===== src/rtl/cmd_encoder.sv =====
// Manchester-II uplink transmitter: sync, 16 data bits MSB first, optional parity, forced idle gap.
// Define CMD_ENCODER_PARITY_EN to append an odd-parity bit after the data bits.
module cmd_encoder #(
  parameter int HALF_BIT_CLKS = 24,
  parameter int GAP_HALF_BITS = 4
) (
  input  logic        clock_system,
  input  logic        reset,
  input  logic [15:0] tx_datareg,
  input  logic        tx_is_cmd,
  input  logic        tx_start,
  output logic        tx_busy,
  output logic        tx_done,
  output logic        udi2md,
  output logic        udi2md_en
);

  typedef enum logic [2:0] {
    IDLE,
    SYNC,
    DATA,
`ifdef CMD_ENCODER_PARITY_EN
    PARITY,
`endif
    GAP
  } state_t;

  state_t      state, state_nxt;
  logic [7:0]  hb_cnt, hb_cnt_nxt;
  logic [5:0]  half_idx, half_idx_nxt;
  logic [15:0] shift_q, shift_nxt;
  logic        is_cmd_q, is_cmd_nxt;
  logic        line_nxt, en_nxt, done_nxt;
  logic        hb_term;
`ifdef CMD_ENCODER_PARITY_EN
  logic        par_q, par_nxt;
`endif

  assign hb_term = (hb_cnt == 8'(HALF_BIT_CLKS - 1));

  always_comb begin
    state_nxt    = state;
    hb_cnt_nxt   = hb_term ? 8'd0 : hb_cnt + 8'd1;
    half_idx_nxt = hb_term ? half_idx + 6'd1 : half_idx;
    shift_nxt    = shift_q;
    is_cmd_nxt   = is_cmd_q;
    done_nxt     = 1'b0;
`ifdef CMD_ENCODER_PARITY_EN
    par_nxt      = par_q;
`endif
    case (state)
      IDLE: begin
        hb_cnt_nxt   = 8'd0;
        half_idx_nxt = 6'd0;
        if (tx_start) begin
          state_nxt  = SYNC;
          shift_nxt  = tx_datareg;
          is_cmd_nxt = tx_is_cmd;
`ifdef CMD_ENCODER_PARITY_EN
          par_nxt    = ~^tx_datareg;
`endif
        end
      end
      SYNC: if (hb_term && half_idx == 6'd5) begin
        state_nxt    = DATA;
        half_idx_nxt = 6'd0;
      end
      DATA: begin
        if (hb_term && half_idx[0]) shift_nxt = {shift_q[14:0], 1'b0};
        if (hb_term && half_idx == 6'd31) begin
`ifdef CMD_ENCODER_PARITY_EN
          state_nxt    = PARITY;
`else
          state_nxt    = GAP;
`endif
          half_idx_nxt = 6'd0;
        end
      end
`ifdef CMD_ENCODER_PARITY_EN
      PARITY: if (hb_term && half_idx == 6'd1) begin
        state_nxt    = GAP;
        half_idx_nxt = 6'd0;
      end
`endif
      GAP: if (hb_term && half_idx == 6'(GAP_HALF_BITS - 1)) begin
        state_nxt    = IDLE;
        half_idx_nxt = 6'd0;
        done_nxt     = 1'b1;
      end
      default: state_nxt = IDLE;
    endcase

    // Line level is derived from the next-cycle state so the registered output
    // lines up with the state it belongs to (first sync half-bit right after acceptance).
    line_nxt = 1'b0;
    en_nxt   = 1'b0;
    case (state_nxt)
      SYNC: begin
        en_nxt   = 1'b1;
        line_nxt = is_cmd_nxt ? (half_idx_nxt < 6'd3) : (half_idx_nxt < 6'd5);
      end
      DATA: begin
        en_nxt   = 1'b1;
        line_nxt = shift_nxt[15] ^ half_idx_nxt[0];
      end
`ifdef CMD_ENCODER_PARITY_EN
      PARITY: begin
        en_nxt   = 1'b1;
        line_nxt = par_nxt ^ half_idx_nxt[0];
      end
`endif
      default: ;
    endcase
  end

  always_ff @(posedge clock_system) begin
    if (reset) begin
      state     <= IDLE;
      hb_cnt    <= '0;
      half_idx  <= '0;
      shift_q   <= '0;
      is_cmd_q  <= 1'b0;
      udi2md    <= 1'b0;
      udi2md_en <= 1'b0;
      tx_busy   <= 1'b0;
      tx_done   <= 1'b0;
`ifdef CMD_ENCODER_PARITY_EN
      par_q     <= 1'b0;
`endif
    end else begin
      state     <= state_nxt;
      hb_cnt    <= hb_cnt_nxt;
      half_idx  <= half_idx_nxt;
      shift_q   <= shift_nxt;
      is_cmd_q  <= is_cmd_nxt;
      udi2md    <= line_nxt;
      udi2md_en <= en_nxt;
      tx_busy   <= (state_nxt != IDLE);
      tx_done   <= done_nxt;
`ifdef CMD_ENCODER_PARITY_EN
      par_q     <= par_nxt;
`endif
    end
  end

endmodule


===== config.mk =====
export PLATFORM = sky130hd
export DESIGN_NAME = cmd_encoder
export DESIGN_NICKNAME = d
export VERILOG_FILES = /design/src/rtl/cmd_encoder.sv
export SDC_FILE = /design/constraint.sdc
export NUM_CORES = 1
export LEC_CHECK = 0
export CAP_MARGIN = 30
export CORE_MARGIN = 2
export CORE_UTILIZATION = 40
export DETAILED_ROUTE_END_ITERATION = 8
export GPL_TIMING_DRIVEN = 0
export PLACE_DENSITY = 0.69
export SYNTH_ARGS = -nofsm -noshare
export SYNTH_HDL_FRONTEND = slang
export SYNTH_SLANG_ARGS = --single-unit

===== constraint.sdc =====
create_clock -name clock_system -period 2.65 [get_ports clock_system]
set_input_delay 0.53 -clock clock_system [delete_from_list [all_inputs] [get_ports clock_system]]
set_output_delay 0.53 -clock clock_system [all_outputs]
set_load 0.03 [all_outputs]

### Word-level counts from Yosys, hierarchy flattened

Cells that the tools add are included.

| operators by class | value |
|---|---|
| reductions and logical operators | 11 |
| eq/ne operators | 11 |
| mux-type cells | 19 |
| order comparisons | 2 |
| add/subtract/negate cells | 2 |
| bitwise operators | 2 |

Operators with widths:

| operator | number |
|---|---|
| $mux W16 | 2 |
| $pmux W16 S2 | 1 |
| $mux W6 | 4 |
| $pmux W6 S4 | 1 |
| $mux W3 | 4 |
| $pmux W3 S4 | 1 |
| $eq A3 B2 Y1 const B | 3 |
| $add A8 B1 Y8 const B | 1 |
| $eq A8 B5 Y1 const B | 1 |
| $add A6 B1 Y6 const B | 1 |
| $eq A3 B1 Y1 const B | 2 |
| $eq A6 B2 Y1 const B | 1 |
| $eq A6 B3 Y1 const B | 1 |
| $eq A6 B5 Y1 const B | 1 |
| $lt A6 B2 Y1 const B | 1 |
| $lt A6 B3 Y1 const B | 1 |
| $mux W1 | 5 |
| $logic_and A1 B1 Y1 | 4 |
| $ne A2 B2 Y1 const B | 2 |
| $reduce_or A2 Y1 | 2 |
| $logic_not A3 Y1 | 1 |
| $reduce_and A3 Y1 | 1 |
| $reduce_bool A3 Y1 | 1 |
| $reduce_or A3 Y1 | 1 |
| other kinds (4) | 4 |

| word-level totals | value |
|---|---|
| logic and storage cells | 57 |
| bits of input ports | 20 |
| bits in registers | 38 |
| output and inout port bits | 4 |

### Logic depth before layout (Yosys ltp)

Gate-level depths: netlist of the first run.

| logic depth | value |
|---|---|
| depth after elaboration | 7 |
| depth in mapped cells | 10 |

### Worst setup path before layout of the first run

Ideal clock, no wire load.

| timing path | value |
|---|---|
| path type | flip-flop to flip-flop |
| start point | reg hb_cnt[5] |
| end point | reg udi2md |
| data required time | 2,571 ps |
| period minus slack after synthesis | 2,494 ps |
| stages on the path, launching flop included | 9 |
| data arrival time | 2,415 ps |
| setup slack | 156 ps |
| cell sequence | dfxtp_1 > or4_4 > buf_6 > nor2_2 > ha_1 > a211oi_1 > a21oi_1 > or4b_2 > o211ai_1 |

| between the ends | value |
|---|---|
| longest elaborated chain between the ends | 7 |
| elaborated cells on any way between the ends | 23 |
| those cells by class | order compare (2); eq/ne (3); mux (13); bitwise (1); reduce/logical (4) |

Ends and longest elaborated chain:

| element | RTL line | source |
|---|---|---|
| start, declared | 29 | `logic [7:0] hb_cnt, hb_cnt_nxt;` |
| start signal, assigned | 132 | `hb_cnt <= hb_cnt_nxt;` |
| $eq A8 B5 Y1 (*) | 39 | `assign hb_term = (hb_cnt == 8'(HALF_BIT_CLKS - 1));` |
| $mux W6, or another cell as far along | 44 | `half_idx_nxt = hb_term ? half_idx + 6'd1 : half_idx;` |
| $mux W6, on equally long branches | 85, 64, 70 |  |
| $pmux W6 S4 | 51 | `case (state)` |
| $lt A6 B3 Y1 or $lt A6 B2 Y1 (tied branches) | 100 | `line_nxt = is_cmd_nxt ? (half_idx_nxt < 6'd3) : (half_idx_nxt < 6'd5);` |
| $mux W1 | 100 |  |
| $pmux W1 S2 (*) | 97 | `case (state_nxt)` |
| end signal, assigned | 136 | `udi2md <= line_nxt;` |
| end, declared | 14 | `output logic udi2md,` |

Mark *: on every way between the ends. The rest lies on a longest branch, timed or not. The select of a mux whose other input is x is not followed.
A chain may end at the register's enable or synchronous reset.

### Final worst setup path of the first run

Ends and elaborated chain as after synthesis.

==> results.md, run 1 <==
* Synth top area cells: dfxtp_1 (42%), a21oi_1 (5.8%), a22oi_1 (5.8%)
* # fillers at 397
* Synth top cells by count: dfxtp_1 (38), nor2_1 (23), nand2_1 (22)
* Slowest CP cell: or4_4
* Slew @ Worst Pin at 0.570 ns
* Cell area after synthesis at 1810 sq um
* H-tree depth at 2
* Hold Startpoint: shift_q[6]
* Finished Cell Area at 2300 sq um
* Initial Util at 41.7%
* Die span in x at 71.3 microns
* Final Slew Violations at 0
* Worst path required time at 2.86 ns
* Post-Syn Instances at 213
* Vias per cell at 5.50
* Reported max-cap violation count at 0
* Status: finished, final reports clean
* Tmin final at 2.56 ns
* CP Max Fanout at 10
* Layout cell share with drive strength beyond 1 at 11.9%
* Period Utilization, post-route at 96.6%
* Worst Hold Class: reg2reg
* Slew HR at 62.0%
* Wirelength, routed at 4.01 mm
* Gr usage total at 16.4%
* Sequential cell area at 761 sq um
* Crit Path Category: reg2reg
* CTS Buffer Depth at 2
* Area growth, synth to finish at 26.9%
* Peak per-stage delay on the critical path at 0.54 ns
* Cell variety after synth at 44
* Rows at 24
* Worst-Skew Late Latency at 0.29 ns
* Post-DP Area at 2100 sq um
* Final hold violations at 0
* CTS tree: yes
* Syn Nets at 237
* FFs w/ async S/R, synth at 0%
* # setup viols final at 0
* ANT nets after route at 0
* Chip height at 71.3 microns
* Post-layout util at 52.9%
* Vias in the first global route at 1493
* Initial DRT Pass Iterations at 4
* Inst Count DP at 287
* Yosys reg bits at 38
* Most frequent cell after synthesis: dfxtp_1
* Unrepaired setup endpoints after global routing: false
* Antenna diode count at 0
* Detailed Route Iter0 Violations at 109
* Avg Inst Size Synth at 8.52 sq um
* Sequential fraction of the synthesis area at 41.9%
* CORE AREA at 4350 sq um
* Pin count of the biggest net entering global routing at 12
* Reg2reg start: hb_cnt[5]
* Total power at 1.23 mW
* Initial antenna violation count at 0
* Primary FF master, synth: dfxtp_1
* Worst-path cell chain: or4_4 -> buf_6 -> nor2_4 -> ha_4 -> nor2_1 -> o21ai_1 -> o211ai_1 -> o31a_1 -> or4_1 -> o211ai_1
* GRT overflow at 0
* Setup TNS at 0 ns
* Crit path from: hb_cnt[5]
* CTS clk-pin slew, worst paths at 0.07 ns
* Wire per inst at 13.6 microns
* CTS buffer count at 5
* Port-buffer cells at 22
* Post-DP HPWL at 2.65 mm
* TritonCTS Sinks at 38
* First-pass GRT wire length at 6.67 mm
* Total number of vias at 1629
* Number of synthesized flops with an enable pin at 0
* WP data arrival at 2.77 ns
* Top cell type's share of synthesized area at 41.9%
* Leak Pwr at 0.792 nW
* Final Non-Filler Cells at 296
* Final-stage net count at 268
* Root Driver: clkbuf_8
* RD Place Congestion at 0.796
* Fin Clk Skew at 0.00788 ns
* Most used cell, CP: o211ai_1
* Multi-input gate area at 1050 sq um
* Ys Warns at 0
* CP Capture Type: flop
* Die area at 5090 sq um
* DRC at 0
* Max Fclk at 0.391 GHz
* Startpoint class of the critical path: flop
* Worst IR Drop VDD at 0.000389 V
* Pwr dens at 532 nW/um^2
* Post-synth top area cell: dfxtp_1
* IO Pins at 24
-- final cells by class --
type / count / share of cell area [%]
Buffer: 12 / 2.34
Clock buffer: 6 / 3.59
Clock inverter: 1 / 1.30
Inverter: 5 / 0.815
Multi-Input combinational cell: 157 / 45.5
Sequential cell: 38 / 33.0
Tap cell: 52 / 2.83
Timing Repair Buffer: 25 / 10.5
-- cell families (layout without fill, tap and decap cells) --
kind of cell,after synthesis,in the layout,synth area share [%]
and+or+nand+nor,93,93,28.6
AOI/OAI and AO/OA,47,47,16.4
DFF,38,38,41.9
buffers and inverters,18,49,4.14
xor gates and xnor gates,11,11,5.31
adders and majority gates,4,4,2.76
other,1,1,0.207
muxes,1,1,0.621
-- sequential cells by signal (all words and copies together), names as in the netlist --
signal	flops
state	3
udi2md_en	1
hb_cnt	8
shift_q	16
tx_busy	1
udi2md	1
tx_done	1
is_cmd_q	1
half_idx	6
-- power breakdown --
group          total [mW]  switching, mW  internal, mW
Combinational       0.124         0.0612        0.0625
Sequential          0.600        0.00933         0.590
Clock               0.502          0.201         0.301
Total                1.23          0.272         0.954
-- placed cells by master, fill, tap and decap left out, drive strengths merged, types with 5 or more instances in the layout --
cell type and instances:
inv 5, nor2 24, a21oi 21, clkbuf 16
xor2 5, dfxtp 38, clkdlybuf4s50 22, a22oi 14
nand3 6, buf 5, nand2 22, nor3 6
xnor2 6
-- stage by stage --
step                hold WS, ns  setup slack [ns]
floorplan                 0.426             0.156
global placement          0.442            -0.607
detailed placement        0.446            -0.683
CTS                       0.456           0.00910
global route              0.476           0.00292
finish                    0.454            0.0901
-- worst max-delay path: cells and delay by family, from the launching register on --
family / cells / cell delay (ns)
simple gates: 4 / 1.14
compound gates: 4 / 0.67
flops: 1 / 0.34
fa+ha+maj: 1 / 0.17
buf+inv: 1 / 0.16
-- worst paths after layout --
check,depth (start not counted),slack (ns),to
worst max-delay path,10,0.09,udi2md
worst min-delay path,2,0.45,shift_q[6]
worst max register to register,10,0.09,udi2md
worst min register to register,2,0.45,shift_q[6]
-- metal layers --
layer | share of wire [%] | track usage [%]
met1 | 45 | 21.4
met2 | 48 | 25.9
met3 | 4.5 | 4.08
met4 | 1.9 | 6.71
met5 | 0 | 0
-- repair_timing --
item / in CTS / in global routing
resized for setup: 5 / 10
buffers inserted: 2 / 1
pin swaps: 1 / 4
hold buffers: 0 / 0
hold endpoints to repair: 0 / 0
setup endpoints to repair: 11 / 11
Power figures use the tool's default switching activity.
==> run 2: changes to the inputs <==
==> config.mk (replaced) <==
export PLATFORM = sky130hd
export DESIGN_NAME = cmd_encoder
export DESIGN_NICKNAME = d
export VERILOG_FILES = /design/src/rtl/cmd_encoder.sv
export SDC_FILE = /design/constraint.sdc
export NUM_CORES = 1
export LEC_CHECK = 0
export CAP_MARGIN = 20
export CORE_MARGIN = 2
export CORE_UTILIZATION = 49
export DETAILED_ROUTE_END_ITERATION = 8
export GPL_TIMING_DRIVEN = 0
export HOLD_SLACK_MARGIN = 0.05
export PLACE_DENSITY = 0.81
export SYNTH_ARGS = -nofsm -noshare
export SYNTH_HDL_FRONTEND = slang
export SYNTH_SLANG_ARGS = --single-unit
==> results.md, run 2 (synthesis results as in run 1) <==
* Initial Util at 50.3%
* Max Fclk at 0.390 GHz
* CP Max Fanout at 5
* CTS Buffer Depth at 2
* Gr usage total at 19.8%
* Worst path required time at 2.87 ns
* Total number of vias at 1633
* Vias per cell at 5.54
* Layout cell share with drive strength beyond 1 at 12.1%
* Root Driver: clkbuf_8
* WHS at 0.454 ns
* Most frequent cells in the layout: dfxtp_1 (36), nor2_1 (23), nand2_1 (22), clkdlybuf4s50_1 (22), a21oi_1 (21)
* Period Utilization, post-route at 96.6%
* Inst Count DP at 283
* Reported max-cap violation count at 0
* Setup crit end: udi2md
* Final-stage net count at 270
* # setup viols final at 0
* R2r endpoint: udi2md
* Fin Clk Skew at 0.00814 ns
* Final Slew Violations at 0
* WP data arrival at 2.78 ns
* DRC at 0
* Post-DP HPWL at 2.66 mm
* Final hold violations at 0
* ANT nets after route at 0
* GRT overflow at 0
* Wire per inst at 13.1 microns
* First-pass GRT wire length at 6.47 mm
* Die area at 4210 sq um
* R2r setup slk at 0.09 ns
* H-tree depth at 2
* Tmin final at 2.56 ns
* CTS tree: yes
* Antenna diode count at 0
* Area growth, synth to finish at 27.3%
* Final Non-Filler Cells at 295
* Worst R2R Path Depth at 6
* CTS clk-pin slew, worst paths at 0.08 ns
* Max reg flops at 16
* Most common cell after layout, fill and taps aside: dfxtp_1
* Most flop-heavy register: shift_q
* Rows at 22
* Crit path from: hb_cnt[7]
* Startpoint class of the critical path: flop
* CTS buffer count at 5
* CORE AREA at 3610 sq um
* Detailed Route Iter0 Violations at 132
* Worst Hold Class: reg2reg
* Worst-Skew Late Latency at 0.29 ns
* Die span in x at 64.9 microns
* Pin count of the biggest net entering global routing at 13
* Status: finished, final reports clean
* Total power at 1.33 mW
* Port-buffer cells at 22
* Chip height at 64.9 microns
* Wirelength, routed at 3.86 mm
* Leak Pwr at 0.809 nW
* Crit Path Category: reg2reg
* Worst IR Drop VDD at 0.000441 V
* Reg2reg start: hb_cnt[7]
* Biggest regs: shift_q x16, hb_cnt x8, half_idx x6
* Vias in the first global route at 1440
* Initial antenna violation count at 0
* IO Pins at 24
* Initial DRT Pass Iterations at 4
* RD Place Congestion at 0.850
* CP Capture Type: flop
* Pwr dens at 575 nW/um^2
* TritonCTS Sinks at 38
## run 2: changes by cell type in the layout (fill, tap and decap cells not counted), sizes merged
cell	change
buf	+1
or4	+1
bufinv	+1
## run 2: routing by layer
layer / routed length, microns / vias to the layer above / global-route usage, %
met5: 0 / - / 0
met4: 66 / 0 / 9.57
met3: 124 / 6 / 4.51
met2: 1900 / 33 / 31.2
met1: 1770 / 772 / 25.4
li1: - / 822 / -
## run 2: what timing repair did
| action | 4_1_cts | 5_1_grt |
|---|---|---|
| gates resized for setup | 3 | 7 |
| hold buffers | 0 | 0 |
| buffers inserted | 2 | 3 |
| hold endpoints to repair | 0 | 0 |
| setup endpoints to repair | 1 | 11 |
| gates cloned | 0 | 1 |
| pin swaps | 1 | 3 |
## run 2: final cells by class
cell class                 count  area, sq um
clock buffer                   6         82.6
sequential                    38          763
multi-input combinational    158         1020
tap                           48         60.1
buffer                        11         42.5
timing repair buffer          27          258
clock inverter                 2         60.1
inverter                       5         18.8
fill                         295         1300
## run 2: worst min path at each step
stage                        endpoint        start  cells after the start
after global placement     shift_q[8]   shift_q[8]                      2
after detailed placement  shift_q[10]  shift_q[10]                      2
after CTS                 shift_q[10]  shift_q[10]                      2
after floorplan             hb_cnt[0]    hb_cnt[0]                      1
after global routing      shift_q[10]  shift_q[10]                      2
final                     shift_q[13]  shift_q[13]                      2
## run 2: power breakdown
group / internal, mW / switching (mW) / total (mW)
Clock: 0.402 / 0.205 / 0.606
Combinational: 0.0639 / 0.0596 / 0.123
Sequential: 0.590 / 0.00894 / 0.599
## run 2: per-stage QoR
stage               setup WS, ns  setup TNS [ns]  util (%)  cell area, sq um
floorplan                  0.156               0         -              1810
global placement          -0.680           -1.28      58.1              2090
detailed placement        -0.686           -1.09      58.1              2090
CTS                       0.0314               0      63.0              2270
global route             -0.0253         -0.0253      64.1              2310
finish                    0.0891               0      64.1              2310
## run 2: critical path, stage by stage, from the launching register on
cell,delay [ns]
dfxtp_2,0.34
or4_4,0.61
nor4_4,0.38
nor3b_1,0.09
or4_4,0.50
or4_1,0.48
o211ai_1,0.09
==> run 3: changes to the inputs <==
--- a/config.mk
+++ b/config.mk
@@ -11,7 +11,7 @@
 export DETAILED_ROUTE_END_ITERATION = 8
 export GPL_TIMING_DRIVEN = 0
 export HOLD_SLACK_MARGIN = 0.05
-export PLACE_DENSITY = 0.81
+export PLACE_DENSITY = 0.75
 export SYNTH_ARGS = -nofsm -noshare
 export SYNTH_HDL_FRONTEND = slang
 export SYNTH_SLANG_ARGS = --single-unit
==> results.md, run 3 (synthesis results as in run 1) <==
* IO Pins at 24
* CTS buffer count at 5
* Pwr dens at 492 nW/um^2
* Most frequent cells in the layout: dfxtp_1 (38), nor2_1 (23), nand2_1 (22), clkdlybuf4s50_1 (22), a21oi_1 (21)
* Reported max-cap violation count at 0
* Pin count of the biggest net entering global routing at 11
* Slew @ Worst Pin at 0.546 ns
* Setup TNS at 0 ns
* CP Max Fanout at 10
* Reg2reg start: hb_cnt[5]
* Detailed Route Iter0 Violations at 228
* Initial antenna violation count at 0
* Hold Crit Depth at 2
* CTS Hold Bufs at 0
* Worst Hold Class: reg2reg
* First-pass GRT wire length at 6.45 mm
* Total power at 1.12 mW
* GRT overflow at 0
* Most flop-heavy register: shift_q
* CORE AREA at 3610 sq um
* Wirelength, routed at 3.96 mm
* # setup viols final at 0
* Max reg flops at 16
* Biggest regs: shift_q x16, hb_cnt x8, half_idx x6
* Layout cell share with drive strength beyond 1 at 10.6%
* Chip height at 64.9 microns
* Vias per cell at 5.52
* Antenna diode count at 0
* TritonCTS Sinks at 38
* Port-buffer cells at 22
* Die area at 4210 sq um
* Vias in the first global route at 1356
* Fin Clk Skew at 0.0100 ns
* Worst R2R Path Depth at 7
* R2r setup slk at 0.06 ns
* R2r endpoint: udi2md
* Final Slew Violations at 0
* Final-stage net count at 270
* Post-DP Area at 2090 sq um
* CP Capture Type: flop
* CTS Buffer Depth at 2
* Hold Startpoint: shift_q[13]
* Initial DRT Pass Iterations at 4
* Worst-Skew Late Latency at 0.29 ns
* Period Utilization, post-route at 97.9%
* ANT nets after route at 0
* Area growth, synth to finish at 24.9%
* Startpoint class of the critical path: flop
* Tmin final at 2.59 ns
* CTS clk-pin slew, worst paths at 0.07 ns
* WHS at 0.456 ns
* Post-DP HPWL at 2.64 mm
* CTS tree: yes
* # fillers at 310
* Max Fclk at 0.386 GHz
* Die span in x at 64.9 microns
* H-tree depth at 2
* Final hold violations at 0
* Worst IR Drop VDD at 0.000272 V
* RD Place Congestion at 0.828
* Worst path required time at 2.87 ns
* DRC at 0
* Status: finished, final reports clean
* Rows at 22
* Slew HR at 63.6%
* Wire per inst at 13.5 microns
* Most common cell after layout, fill and taps aside: dfxtp_1
* Finished Cell Area at 2270 sq um
* Root Driver: clkbuf_8
* Crit Path Category: reg2reg
* Leak Pwr at 0.790 nW
* Initial Util at 50.3%
* Total number of vias at 1618
* Gr usage total at 19.8%
* WP data arrival at 2.82 ns
* WHS Endpoint: shift_q[13]
[run 3: changes by cell type in the layout (fill, tap and decap cells not counted), sizes merged]
cell	previous run	this run
buf	6	7
or4	5	4
bufinv	2	0
[run 3: power by group]
group	internal, mW	leakage [nW]	switching, mW
Sequential	0.590	0.309	0.00944
Combinational	0.0637	0.437	0.0606
Clock	0.201	0.0431	0.191
Total	0.855	0.790	0.261
[run 3: worst max-delay path: stages, from the launching register on]
cell	delay (ns)
dfxtp_1	0.34
or4_4	0.54
buf_6	0.17
nor2_4	0.18
a21oi_1	0.18
or4_4	0.56
or4_1	0.49
o211ai_1	0.09
[run 3: repair_timing]
item                       CTS  global route
resized for setup            2             8
buffers inserted             1             4
setup endpoints to repair   11            11
pin swaps                    0             3
[run 3: metrics by stage]
stage	instances	worst slack, ns	utilization, %
floorplan	213	0.156	-
global placement	283	-0.672	58.1
detailed placement	283	-0.649	58.1
CTS	290	0.00288	61.0
global route	293	-0.0102	62.8
finish	293	0.0564	62.8
[run 3: worst max-delay path by stage]
stage / start / to / slack, ns / depth (start not counted)
after global routing: hb_cnt[5] / udi2md / -0.01 / 7
final: hb_cnt[5] / udi2md / 0.06 / 7
after global placement: tx_start / udi2md / -0.67 / 7
after CTS: hb_cnt[5] / udi2md / 0.003 / 7
after floorplan: hb_cnt[5] / udi2md / 0.16 / 8
after detailed placement: tx_start / udi2md / -0.65 / 7
[run 3: area by class of cell]
cell class	count	area [sq um]	share of cell area (%)
buffer	12	53.8	2.37
multi-input combinational	157	1030	45.6
inverter	5	18.8	0.828
tap	48	60.1	2.65
timing repair buffer	27	258	11.4
sequential	38	761	33.6
clock buffer	6	82.6	3.64
[run 3: layer usage]
layer | part of all wire [%] | GRT usage (%) | routed length (microns)
met3 | 4.1 | 5.73 | 162
met5 | 0 | 0 | 0
met2 | 46 | 28.7 | 1810
met4 | 1.8 | 7.18 | 70
met1 | 48 | 27.7 | 1910
